### src/rtl/htd_rr_arbiter.sv
// Packet-level round-robin arbiter that shares one head/tail-framed channel among NUM_PORTS requesters.
// Define ARB_TIMEOUT_EN to revoke a grant whose head beat never arrives within TIMEOUT_CYCLES.
module htd_rr_arbiter #(
    parameter int NUM_PORTS      = 4,
    parameter int DATA_WIDTH     = 8,
    parameter int TIMEOUT_CYCLES = 16
) (
    input  logic                                i_clk,
    input  logic                                i_rst_n,
    input  logic [NUM_PORTS-1:0]                iv_req,
    output logic [NUM_PORTS-1:0]                ov_gnt,
    input  logic [NUM_PORTS*(DATA_WIDTH+1)-1:0] iv_data,
    input  logic [NUM_PORTS-1:0]                iv_data_wr,
    output logic [DATA_WIDTH:0]                 ov_data,
    output logic                                o_data_wr,
    output logic                                o_err,
    output logic                                o_timeout
);

    localparam int BEAT_W = DATA_WIDTH + 1;
    localparam int PTR_W  = $clog2(NUM_PORTS);
    localparam logic [PTR_W-1:0] LAST_PORT = PTR_W'(NUM_PORTS - 1);

    typedef enum logic [1:0] {IDLE, WAIT_HEAD, BODY} state_t;

    if (NUM_PORTS < 2 || NUM_PORTS > 8 || TIMEOUT_CYCLES < 1) begin : g_bad_params
        $error("htd_rr_arbiter: NUM_PORTS must be 2..8 and TIMEOUT_CYCLES at least 1");
    end

    state_t               state_q, state_d;
    logic [PTR_W-1:0]     ptr_q, ptr_d;
    logic [NUM_PORTS-1:0] gnt_d;
    logic [DATA_WIDTH:0]  data_d;
    logic                 data_wr_d;
    logic                 err_d;

    logic [BEAT_W-1:0]    beats [NUM_PORTS];
    logic                 win_found;
    logic [PTR_W-1:0]     win_idx;
    logic [PTR_W-1:0]     cand;
    logic                 own_wr;
    logic                 own_flag;
    logic                 foreign_wr;

    for (genvar k = 0; k < NUM_PORTS; k++) begin : g_beat
        assign beats[k] = iv_data[k*BEAT_W +: BEAT_W];
    end

    // The pointer always names the granted port while a grant is held.
    assign own_wr     = (state_q != IDLE) && iv_data_wr[ptr_q];
    assign own_flag   = beats[ptr_q][DATA_WIDTH];
    assign foreign_wr = |(iv_data_wr & ~ov_gnt);

    // Search starts just past the last winner, wrapping, so the last winner ranks lowest.
    always_comb begin
        win_found = 1'b0;
        win_idx   = ptr_q;
        cand      = ptr_q;
        for (int i = 0; i < NUM_PORTS; i++) begin
            cand = (cand == LAST_PORT) ? '0 : cand + 1'b1;
            if (!win_found && iv_req[cand]) begin
                win_found = 1'b1;
                win_idx   = cand;
            end
        end
    end

`ifdef ARB_TIMEOUT_EN
    localparam int CNT_W = $clog2(TIMEOUT_CYCLES + 1);
    logic [CNT_W-1:0] cnt_q, cnt_d;
    logic             timeout_d;
`endif

    always_comb begin
        // NOTE: every signal driven here gets a default first, so no path can infer a latch.
        state_d   = state_q;
        ptr_d     = ptr_q;
        gnt_d     = ov_gnt;
        data_d    = ov_data;
        data_wr_d = 1'b0;
        err_d     = foreign_wr;
`ifdef ARB_TIMEOUT_EN
        cnt_d     = cnt_q;
        timeout_d = 1'b0;
`endif
        unique case (state_q)
            IDLE: begin
                if (win_found) begin
                    gnt_d          = '0;
                    gnt_d[win_idx] = 1'b1;
                    ptr_d          = win_idx;
                    state_d        = WAIT_HEAD;
`ifdef ARB_TIMEOUT_EN
                    cnt_d          = '0;
`endif
                end
            end
            WAIT_HEAD: begin
                if (own_wr && own_flag) begin
                    data_d    = beats[ptr_q];
                    data_wr_d = 1'b1;
                    state_d   = BODY;
                end else begin
                    if (own_wr) begin
                        err_d = 1'b1;
                    end
`ifdef ARB_TIMEOUT_EN
                    // The pointer stays on the timed-out port, leaving it lowest priority.
                    if (cnt_q == CNT_W'(TIMEOUT_CYCLES - 1)) begin
                        gnt_d     = '0;
                        timeout_d = 1'b1;
                        state_d   = IDLE;
                    end else begin
                        cnt_d = cnt_q + 1'b1;
                    end
`endif
                end
            end
            BODY: begin
                if (own_wr) begin
                    data_d    = beats[ptr_q];
                    data_wr_d = 1'b1;
                    if (own_flag) begin
                        gnt_d   = '0;
                        state_d = IDLE;
                    end
                end
            end
            default: state_d = IDLE;
        endcase
    end

    always_ff @(posedge i_clk or negedge i_rst_n) begin
        if (!i_rst_n) begin
            state_q   <= IDLE;
            ptr_q     <= LAST_PORT;
            ov_gnt    <= '0;
            ov_data   <= '0;
            o_data_wr <= 1'b0;
            o_err     <= 1'b0;
        end else begin
            // NOTE: state registers use non-blocking assignments so every flop samples pre-edge values.
            state_q   <= state_d;
            ptr_q     <= ptr_d;
            ov_gnt    <= gnt_d;
            ov_data   <= data_d;
            o_data_wr <= data_wr_d;
            o_err     <= err_d;
        end
    end

`ifdef ARB_TIMEOUT_EN
    always_ff @(posedge i_clk or negedge i_rst_n) begin
        if (!i_rst_n) begin
            cnt_q     <= '0;
            o_timeout <= 1'b0;
        end else begin
            cnt_q     <= cnt_d;
            o_timeout <= timeout_d;
        end
    end
`else
    assign o_timeout = 1'b0;
`endif

endmodule

### config.mk
export PLATFORM = sky130hd
export DESIGN_NAME = htd_rr_arbiter
export DESIGN_NICKNAME = d
export VERILOG_FILES = /design/src/rtl/htd_rr_arbiter.sv
export SDC_FILE = /design/constraint.sdc
export NUM_CORES = 1
export LEC_CHECK = 0
export ABC_AREA = 1
export BUFFER_PORTS_ARGS = -buffer_cell sky130_fd_sc_hd__buf_2
export CAP_MARGIN = 10
export CORE_UTILIZATION = 49
export CTS_CLUSTER_DIAMETER = 60
export CTS_CLUSTER_SIZE = 25
export DETAILED_ROUTE_END_ITERATION = 8
export GPL_ROUTABILITY_DRIVEN = 0
export PLACE_DENSITY = 0.81
export REMOVE_ABC_BUFFERS = 1
export SLEW_MARGIN = 40
export SYNTH_ARGS = -nofsm -noshare
export SYNTH_HDL_FRONTEND = slang
export SYNTH_SLANG_ARGS = --single-unit
### constraint.sdc
create_clock -name i_clk -period 2.4 [get_ports i_clk]
set_input_delay 0.24 -clock i_clk [delete_from_list [all_inputs] [get_ports i_clk]]
set_output_delay 0.24 -clock i_clk [all_outputs]
set_load 0.1 [all_outputs]
==> impl_metrics.ini, run 1 <==
[clock_tree]
clockBufferDepth = 2
cts_tree = done
cts_buffers = 3
insertion_delay_ps = 310
cts.sinks = 19
htree_levels = 1
clk_pin_slew_worst_paths_ps = 110
cts_root_buffer = clkbuf_4

[synth]
yosysUniqueCellTypes = 34
synth_top_area_frac = 0.2675
yosysMostFrequentCell = nand2_1
yosys-top-cells-count = nand2_1 (63), nor2_1 (46), o21ai_0 (21)
synth-compound-area-share = 0.1841
synth-simple-area-share = 0.3902
synth_xor_area_frac = 0
async_reset_ff_frac = 1.000
netlist_area_sq_um = 1590
seq_area_frac_synth = 0.3006
synthMuxAreaShare = 0
synth_warnings = 0
yosys_most_used_dff = dfrtp_1
synth.avg_cell_area_sq_um = 6.654
ys_ff_latch = 19
synthAdderAreaFrac = 0.03147
yosys-top-cells-area = dfrtp_1 (27%), nand2_1 (15%), nor2_1 (11%)
synthCells = 239
synth_top_family_by_area = simple AND/OR/NAND/NOR gates
synth_enable_flop_cells = 0
synth_area_leader_cell = dfrtp_1

[run_status]
status = finished, final reports clean

[routing]
route.detailed.drc = 0
detail-route-antenna-nets = 0
wl_per_cell_um = 11.72
vias_per_cell = 5.171
finalWirelength_um = 4045
vias = 1784
firstDrtPassIters = 5
drt-initial-drc-count = 92

[sta]
period_minus_slack_ps = 2219
finalCritPeriodShare = 0.9247
skew_ps = 1.962
finalSetupViolations = 0
drv_slew = 0
rsz0062_at_grt = no
finalHoldViolCount = 0
final.setup.tns_ps = 0
fmax_mhz = 450.6

[critical_path]
r2r-start = ptr_q[0]
reg2regPathDepth = 11
crit_path_max_fanout = 8
end_kind = register
crit_start = ptr_q[0]
critical_path_required_ps = 2630
startpoint_type = register
critPathKind = register to register
arrival_ps = 2450

[grt]
grt_remaining_overflow = 0
grt.total_usage = 0.2590
grt_pass1_vias = 1746
antenna_found_initial = 0
grt_pass1_wl_um = 6989
grt_max_degree = 24

[layout]
fillCellCount = 289
finalNetCount = 352
syn_to_final_growth_pct = 23.05
drive_gt1_frac = 0.2990
antennaDiodeCount = 0
final_area_sq_um = 1957

[job]
drv_cap = 0

[die]
core.rowCount = 20
die_area_sq_um = 3477
die_y_um = 58.97
start_util = 0.5167
die_x_um = 58.97
core-area_sq_um = 3078
ios = 62

[placement]
io_buffers = 60
place_area_sq_um = 1898
hpwl_um = 3131

[min_path]
hold_path_class = input pin to register
min_path_cells = 3
holdCritStartpoint = iv_data[30]
[state kept, by name, summed over array words and instances (netlist names)]
signal     cells
o_data_wr      1
o_err          1
ov_data        9
ov_gnt         4
ptr_q          2
state_q        2
[stage by stage]
step                utilization  cells  setup slack, ps  hold WS [ps]
floorplan                     -    230            164.8        -55.59
global placement         0.6167    337            281.9         203.3
detailed placement       0.6167    337            193.2         206.3
CTS                      0.6285    342            175.2         248.5
global route             0.6358    345            18.74         261.1
finish                   0.6358    345            180.7         246.1
[worst max-delay path: stages, from the launching register on]
cell and delay (ps):
dfstp_2 630, ha_1 330, inv_1 170, nand2_1 90, nand2_1 160, nand2_1 70, nand2_1 120, nand3b_4 180
inv_2 60, nand2_1 60, nand2_1 80, a21oi_1 210
[per-layer routing]
metal / global-route usage / up-vias / share of wire / wire length [um]
met3: 0.01528 / 11 / 0.047 / 192
met5: 0 / - / 0 / 0
met2: 0.4545 / 70 / 0.49 / 1991
met4: 0.1497 / 0 / 0.026 / 106
li1: - / 899 / - / -
met1: 0.3136 / 804 / 0.43 / 1755
[final cells by class]
cell class	count	area (sq um)	share of cell area
Multi-Input combinational cell	191	967.2	0.4942
Sequential cell	19	478.0	0.2442
Timing Repair Buffer	67	355.3	0.1816
Inverter	20	75.07	0.03836
Tap cell	44	55.05	0.02813
Clock buffer	4	26.28	0.01343
[final timing paths]
kind	end	slack, ps
max reg2reg	ptr_q[0]	180
max in group asynchronous	ptr_q[0]	1680
max	ptr_q[0]	180
min in group asynchronous	ov_data[3]	390
min reg2reg	state_q[1]	520
min	ov_data[3]	250
[cells in the final DEF (no fill, tap or decap)]
master,count
a211o_1,1
a21boi_0,1
a21oi_1,5
a21oi_2,1
a21oi_4,1
a31oi_1,9
buf_2,60
buf_4,6
clkbuf_1,1
clkbuf_4,3
clkinv_1,1
conb_1,1
dfrtp_1,17
dfstp_2,2
dlygate4sd3_1,1
ha_1,4
inv_1,17
inv_2,2
nand2_1,63
nand2_2,4
nand3_1,18
nand3_2,1
nand3b_4,1
nand4_1,1
nor2_1,46
nor2_2,1
nor2_4,3
nor2_8,1
o211ai_2,2
o21ai_0,21
o21ai_1,2
o21ai_2,2
o22ai_1,2
[repair_timing]
item,CTS,global route
hold endpoints to repair,17,0
hold buffers,1,0
endpoints found under the setup margin,0,6
gates resized for setup,0,0
buffers inserted,0,3
[kinds of logic after synthesis]
kind of cell | after synthesis
other cells | 1
fa+ha+maj | 4
compound gates | 47
simple gates | 139
buf+inv | 29
flops | 19
Power of run 1 is left out: the tool's default activity adds up to more than one toggle a clock period on the data nets, which glitch-free logic cannot reach.
==> run 2, diff against run 1 <==
ABC_AREA = not set   (was 1)
CORE_UTILIZATION = 48   (was 49)
PLACE_DENSITY = 0.8   (was 0.81)
==> impl_metrics.ini, run 2 <==
[grt]
grt_pass1_wl_um = 6016
grt_max_degree = 25
grt.total_usage = 0.2276
grt_pass1_vias = 1419
grt_remaining_overflow = 0
antenna_found_initial = 0

[synth]
yosysUniqueCellTypes = 43
synth-simple-area-share = 0.1216
netlist_area_sq_um = 1533
synth_area_leader_cell = dfrtp_1
synth-compound-area-share = 0.1804
yosys_most_used_dff = dfrtp_1
synth_enable_flop_cells = 0
ys_ff_latch = 19
synth_top_area_frac = 0.2776
synth_top_family_by_area = multiplexers
synthCells = 148
yosysMostFrequentCell = dfrtp_1
yosys-top-cells-area = dfrtp_1 (28%), mux4_2 (18%), mux2_2 (5.9%)
async_reset_ff_frac = 1.000
yosys-top-cells-count = dfrtp_1 (17), mux4_2 (12), inv_1 (11)
seq_area_frac_synth = 0.3118
synth.avg_cell_area_sq_um = 10.36
synth_warnings = 0
synthAdderAreaFrac = 0.03265
synthMuxAreaShare = 0.2824
synth_xor_area_frac = 0.005714

[placement]
io_buffers = 60
hpwl_um = 2758

[power]
finalPower_uw = 3413
cellPowerDensity_nw_per_um2 = 1666
leakagePower_uw = 0.0009665
vdd_ir_drop_max_uv = 930.5

[routing]
wirelength_met1_um = 1509
finalWirelength_um = 3576
drt-initial-drc-count = 61
route.met2.wl_um = 1775
top_layer = met4
vias = 1444
wl_met3_um = 275
vias_per_cell = 5.554
route.detailed.drc = 0
wl_per_cell_um = 13.75
detail-route-antenna-nets = 0
firstDrtPassIters = 4

[clock_tree]
cts_buffers = 3
cts.sinks = 19
htree_levels = 1
clockBufferDepth = 2
clk_pin_slew_worst_paths_ps = 110
cts_root_buffer = clkbuf_4
cts_tree = done
insertion_delay_ps = 300

[die]
ios = 62
core.rowCount = 20
core-area_sq_um = 3053
die_y_um = 58.51
die_x_um = 58.51
start_util = 0.5020
die_area_sq_um = 3423

[sta]
finalSetupViolations = 4
skew_ps = 3.767
finalCritPeriodShare = 1.052
period_minus_slack_ps = 2526
rsz0062_at_grt = yes
finalHoldViolCount = 0
maxSlewHeadroom = 0.5728
fmax_mhz = 395.9
worst_pin_slew_ps = 635.9
drv_slew = 0
worst_slack_ps = -125.6
whs_ps = 318.6

[layout]
finalNetCount = 267
final_cell_mix = buf_2 (60), dfrtp_1 (17), buf_4 (13)
syn_to_final_growth_pct = 33.63
reg.largest.list = ov_data: 9 flops, ov_gnt: 4 flops
mostFrequentLayoutCell = buf_2
drive_gt1_frac = 0.5139
fin_util = 0.6709
antennaDiodeCount = 0
largest_reg_flops = 9
regMostFlops = ov_data

[run_status]
status = complete, but fails checks
violations = negative setup slack

[critical_path]
r2r-start = ptr_q[0]
r2r_end = ov_gnt[2]
critPathKind = register to register
arrival_ps = 2720
reg2regPathDepth = 7
critical_path_required_ps = 2600
end_kind = register
startpoint_type = register
crit_end = ov_gnt[2]
crit_path_max_fanout = 3
reg2reg_slack_ps = -130
crit_start = ptr_q[0]

[job]
drv_cap = 0

[min_path]
hold_path_class = input pin to register
run 2: metal layers:
layer | GRT usage | vias up
met2 | 0.4154 | 68
li1 | - | 699
met1 | 0.2762 | 673
met4 | 0.05782 | 0
met3 | 0.04176 | 4
met5 | 0 | -
run 2: final cells by class:
cell class,instances,area (sq um)
clock buffers,4,26.28
repair buffers,75,427.9
well taps,44,55.05
fillers,236,1005
multi-input cells,107,1020
flip-flops and latches,19,478.0
inverters,11,41.29
run 2: worst min-delay path by stage:
stage | from | end | slack, ps | cells past startpoint
global placement | i_rst_n | o_data_wr | 190 | 1
finish | iv_data_wr[3] | o_err | 320 | 4
detailed placement | i_rst_n | ov_data[6] | 200 | 1
CTS | iv_data_wr[3] | o_err | 320 | 4
global route | iv_data_wr[3] | o_err | 360 | 4
floorplan | i_rst_n | o_data_wr | -60 | 0
run 2: power by group:
part / internal, uW / switching, uW
clock: 64.8 / 98.8
sequential: 475 / 78.4
combinational: 1040 / 1650
total: 1580 / 1830
run 2: critical path: stages (launching register included):
cell	delay, ps
dfstp_2	570
ha_4	150
mux2_4	290
mux4_2	500
a211o_1	270
a211o_1	330
or3b_4	250
o2bb2ai_1	50
run 2: timing repair:
action                                 4_1_cts  5_1_grt
gates resized for setup                      8        5
endpoints found under the hold margin       17        0
setup endpoints to repair                    6       14
setup buffers                                0        1
gates cloned                                 0        0
hold buffers                                 1        0
pin swaps                                    2        1
run 2: metrics by stage:
stage                     std cells  cell area [sq um]  setup slack [ps]  setup TNS (ps)
after global routing            260               2048            -232.3          -982.9
final                           260               2048            -125.6          -463.1
after global placement          254               1943            -127.1          -496.8
after CTS                       259               2019            -133.1          -499.5
after floorplan                 137               1478            -590.5           -3259
after detailed placement        254               1943            -198.6          -846.1
run 2: cell families (layout without fill, tap and decap cells):
kind of cell,after synthesis,in the layout
and+or+nand+nor,36,36
other,1,1
adders and majority gates,4,4
xor gates and xnor gates,1,1
DFF,19,19
muxes,27,27
AOI/OAI and AO/OA,38,38
buffers and inverters,22,90
Note: power is estimated with default switching activity, not from simulation.
==> run 3, diff against run 2 <==
PLACE_DENSITY = 0.79   (was 0.8)
==> impl_metrics.ini, run 3 (synthesized netlist as in run 2, its figures left out) <==
[run_status]
status = complete, but fails checks
violations = negative setup slack

[critical_path]
crit_path_max_fanout = 4
critical_path_required_ps = 2630
startpoint_type = register
critPathKind = register to register
r2r-start = ptr_q[0]
crit_start = ptr_q[0]
end_kind = register
arrival_ps = 2810

[clock_tree]
cts_root_buffer = clkbuf_4
clockBufferDepth = 2
htree_levels = 1
cts_tree = done
cts.sinks = 19
insertion_delay_ps = 290
cts_buffers = 3
clk_pin_slew_worst_paths_ps = 110

[min_path]
hold_path_class = input pin to register
holdCritStartpoint = iv_data_wr[2]

[grt]
grt_pass1_vias = 1507
grt.total_usage = 0.2465
grt_max_degree = 25
grt_pass1_wl_um = 6548
antenna_found_initial = 0
grt_remaining_overflow = 0

[sta]
whs_ps = 330.7
worst_slack_ps = -183.9
maxSlewHeadroom = 0.5336
period_minus_slack_ps = 2584
skew_ps = 0.8847
rsz0062_at_grt = yes
worst_pin_slew_ps = 694.3
drv_slew = 0
finalCritPeriodShare = 1.077
fmax_mhz = 387.0
finalSetupViolations = 5
finalHoldViolCount = 0

[layout]
fin_util = 0.6820
finalNetCount = 271
syn_to_final_growth_pct = 35.84
multi_input_area_sq_um = 1035
largest_reg_flops = 9
mostFrequentLayoutCell = buf_2
antennaDiodeCount = 0
regMostFlops = ov_data
reg.largest.list = ov_data: 9 flops, ov_gnt: 4 flops
drive_gt1_frac = 0.5409
ff_latch_area_sq_um = 478.0
final_cell_mix = buf_2 (60), buf_4 (18), dfrtp_1 (17)
fillCellCount = 221

[routing]
vias_per_cell = 5.811
drt-initial-drc-count = 77
wl_per_cell_um = 15.66
finalWirelength_um = 4135
route.detailed.drc = 0
detail-route-antenna-nets = 0
vias = 1534
firstDrtPassIters = 5

[placement]
post-place-ws_ps = -268.1
hpwl_um = 3156
io_buffers = 60

[die]
die_y_um = 58.51
die_x_um = 58.51
ios = 62
die_area_sq_um = 3423
core-area_sq_um = 3053
core.rowCount = 20
start_util = 0.5020

[job]
drv_cap = 0
run 3: worst max-delay path, cell delays in order (launching register included):
cell	delay (ps)
dfstp_2	570
ha_4	160
mux2_4	290
mux4_2	530
o32ai_2	260
a211o_1	180
or3b_4	410
o2bb2ai_2	120
run 3: path summary, 6_finish.rpt:
path | slack, ps | end | cells after the start
max | -180 | ov_gnt[2] | 7
min | 330 | o_err | 4
max reg2reg | -180 | ov_gnt[2] | 7
min reg2reg | 510 | ov_data[3] | 1
max in group asynchronous | 1670 | ptr_q[1] | 2
min in group asynchronous | 400 | ov_data[2] | 2
run 3: layout make-up:
class | instances | area share
Multi-Input combinational cell | 107 | 0.4970
Sequential cell | 19 | 0.2296
Timing Repair Buffer | 79 | 0.2139
Tap cell | 44 | 0.02644
Inverter | 11 | 0.01983
Clock buffer | 3 | 0.01082
Clock inverter | 1 | 0.002404
run 3: routing by layer:
metal	vias to the layer above	GRT usage	share of wire
li1	701	-	-
met1	734	0.3081	0.40
met2	93	0.4565	0.51
met3	6	0.01758	0.080
met4	0	0.07143	0.0094
met5	-	0	0
run 3: per-stage QoR:
| stage | instance area, sq um | std cells | setup TNS (ps) |
|---|---|---|---|
| final | 2082 | 264 | -694.6 |
| after global routing | 2082 | 264 | -1217 |
| after CTS | 2044 | 263 | -728.6 |
| after detailed placement | 1946 | 256 | -1132 |
| after global placement | 1946 | 256 | -524.6 |
| after floorplan | 1478 | 137 | -3259 |
run 3: timing repair:
item / 4_1_cts / 5_1_grt
gates resized for setup: 9 / 9
setup buffers: 2 / 1
cloned: 0 / 0
pin swaps: 4 / 5
endpoints found under the hold margin: 17 / 0
endpoints found under the setup margin: 6 / 14
hold buffers: 1 / 0
Power of run 3 is left out for the same reason.
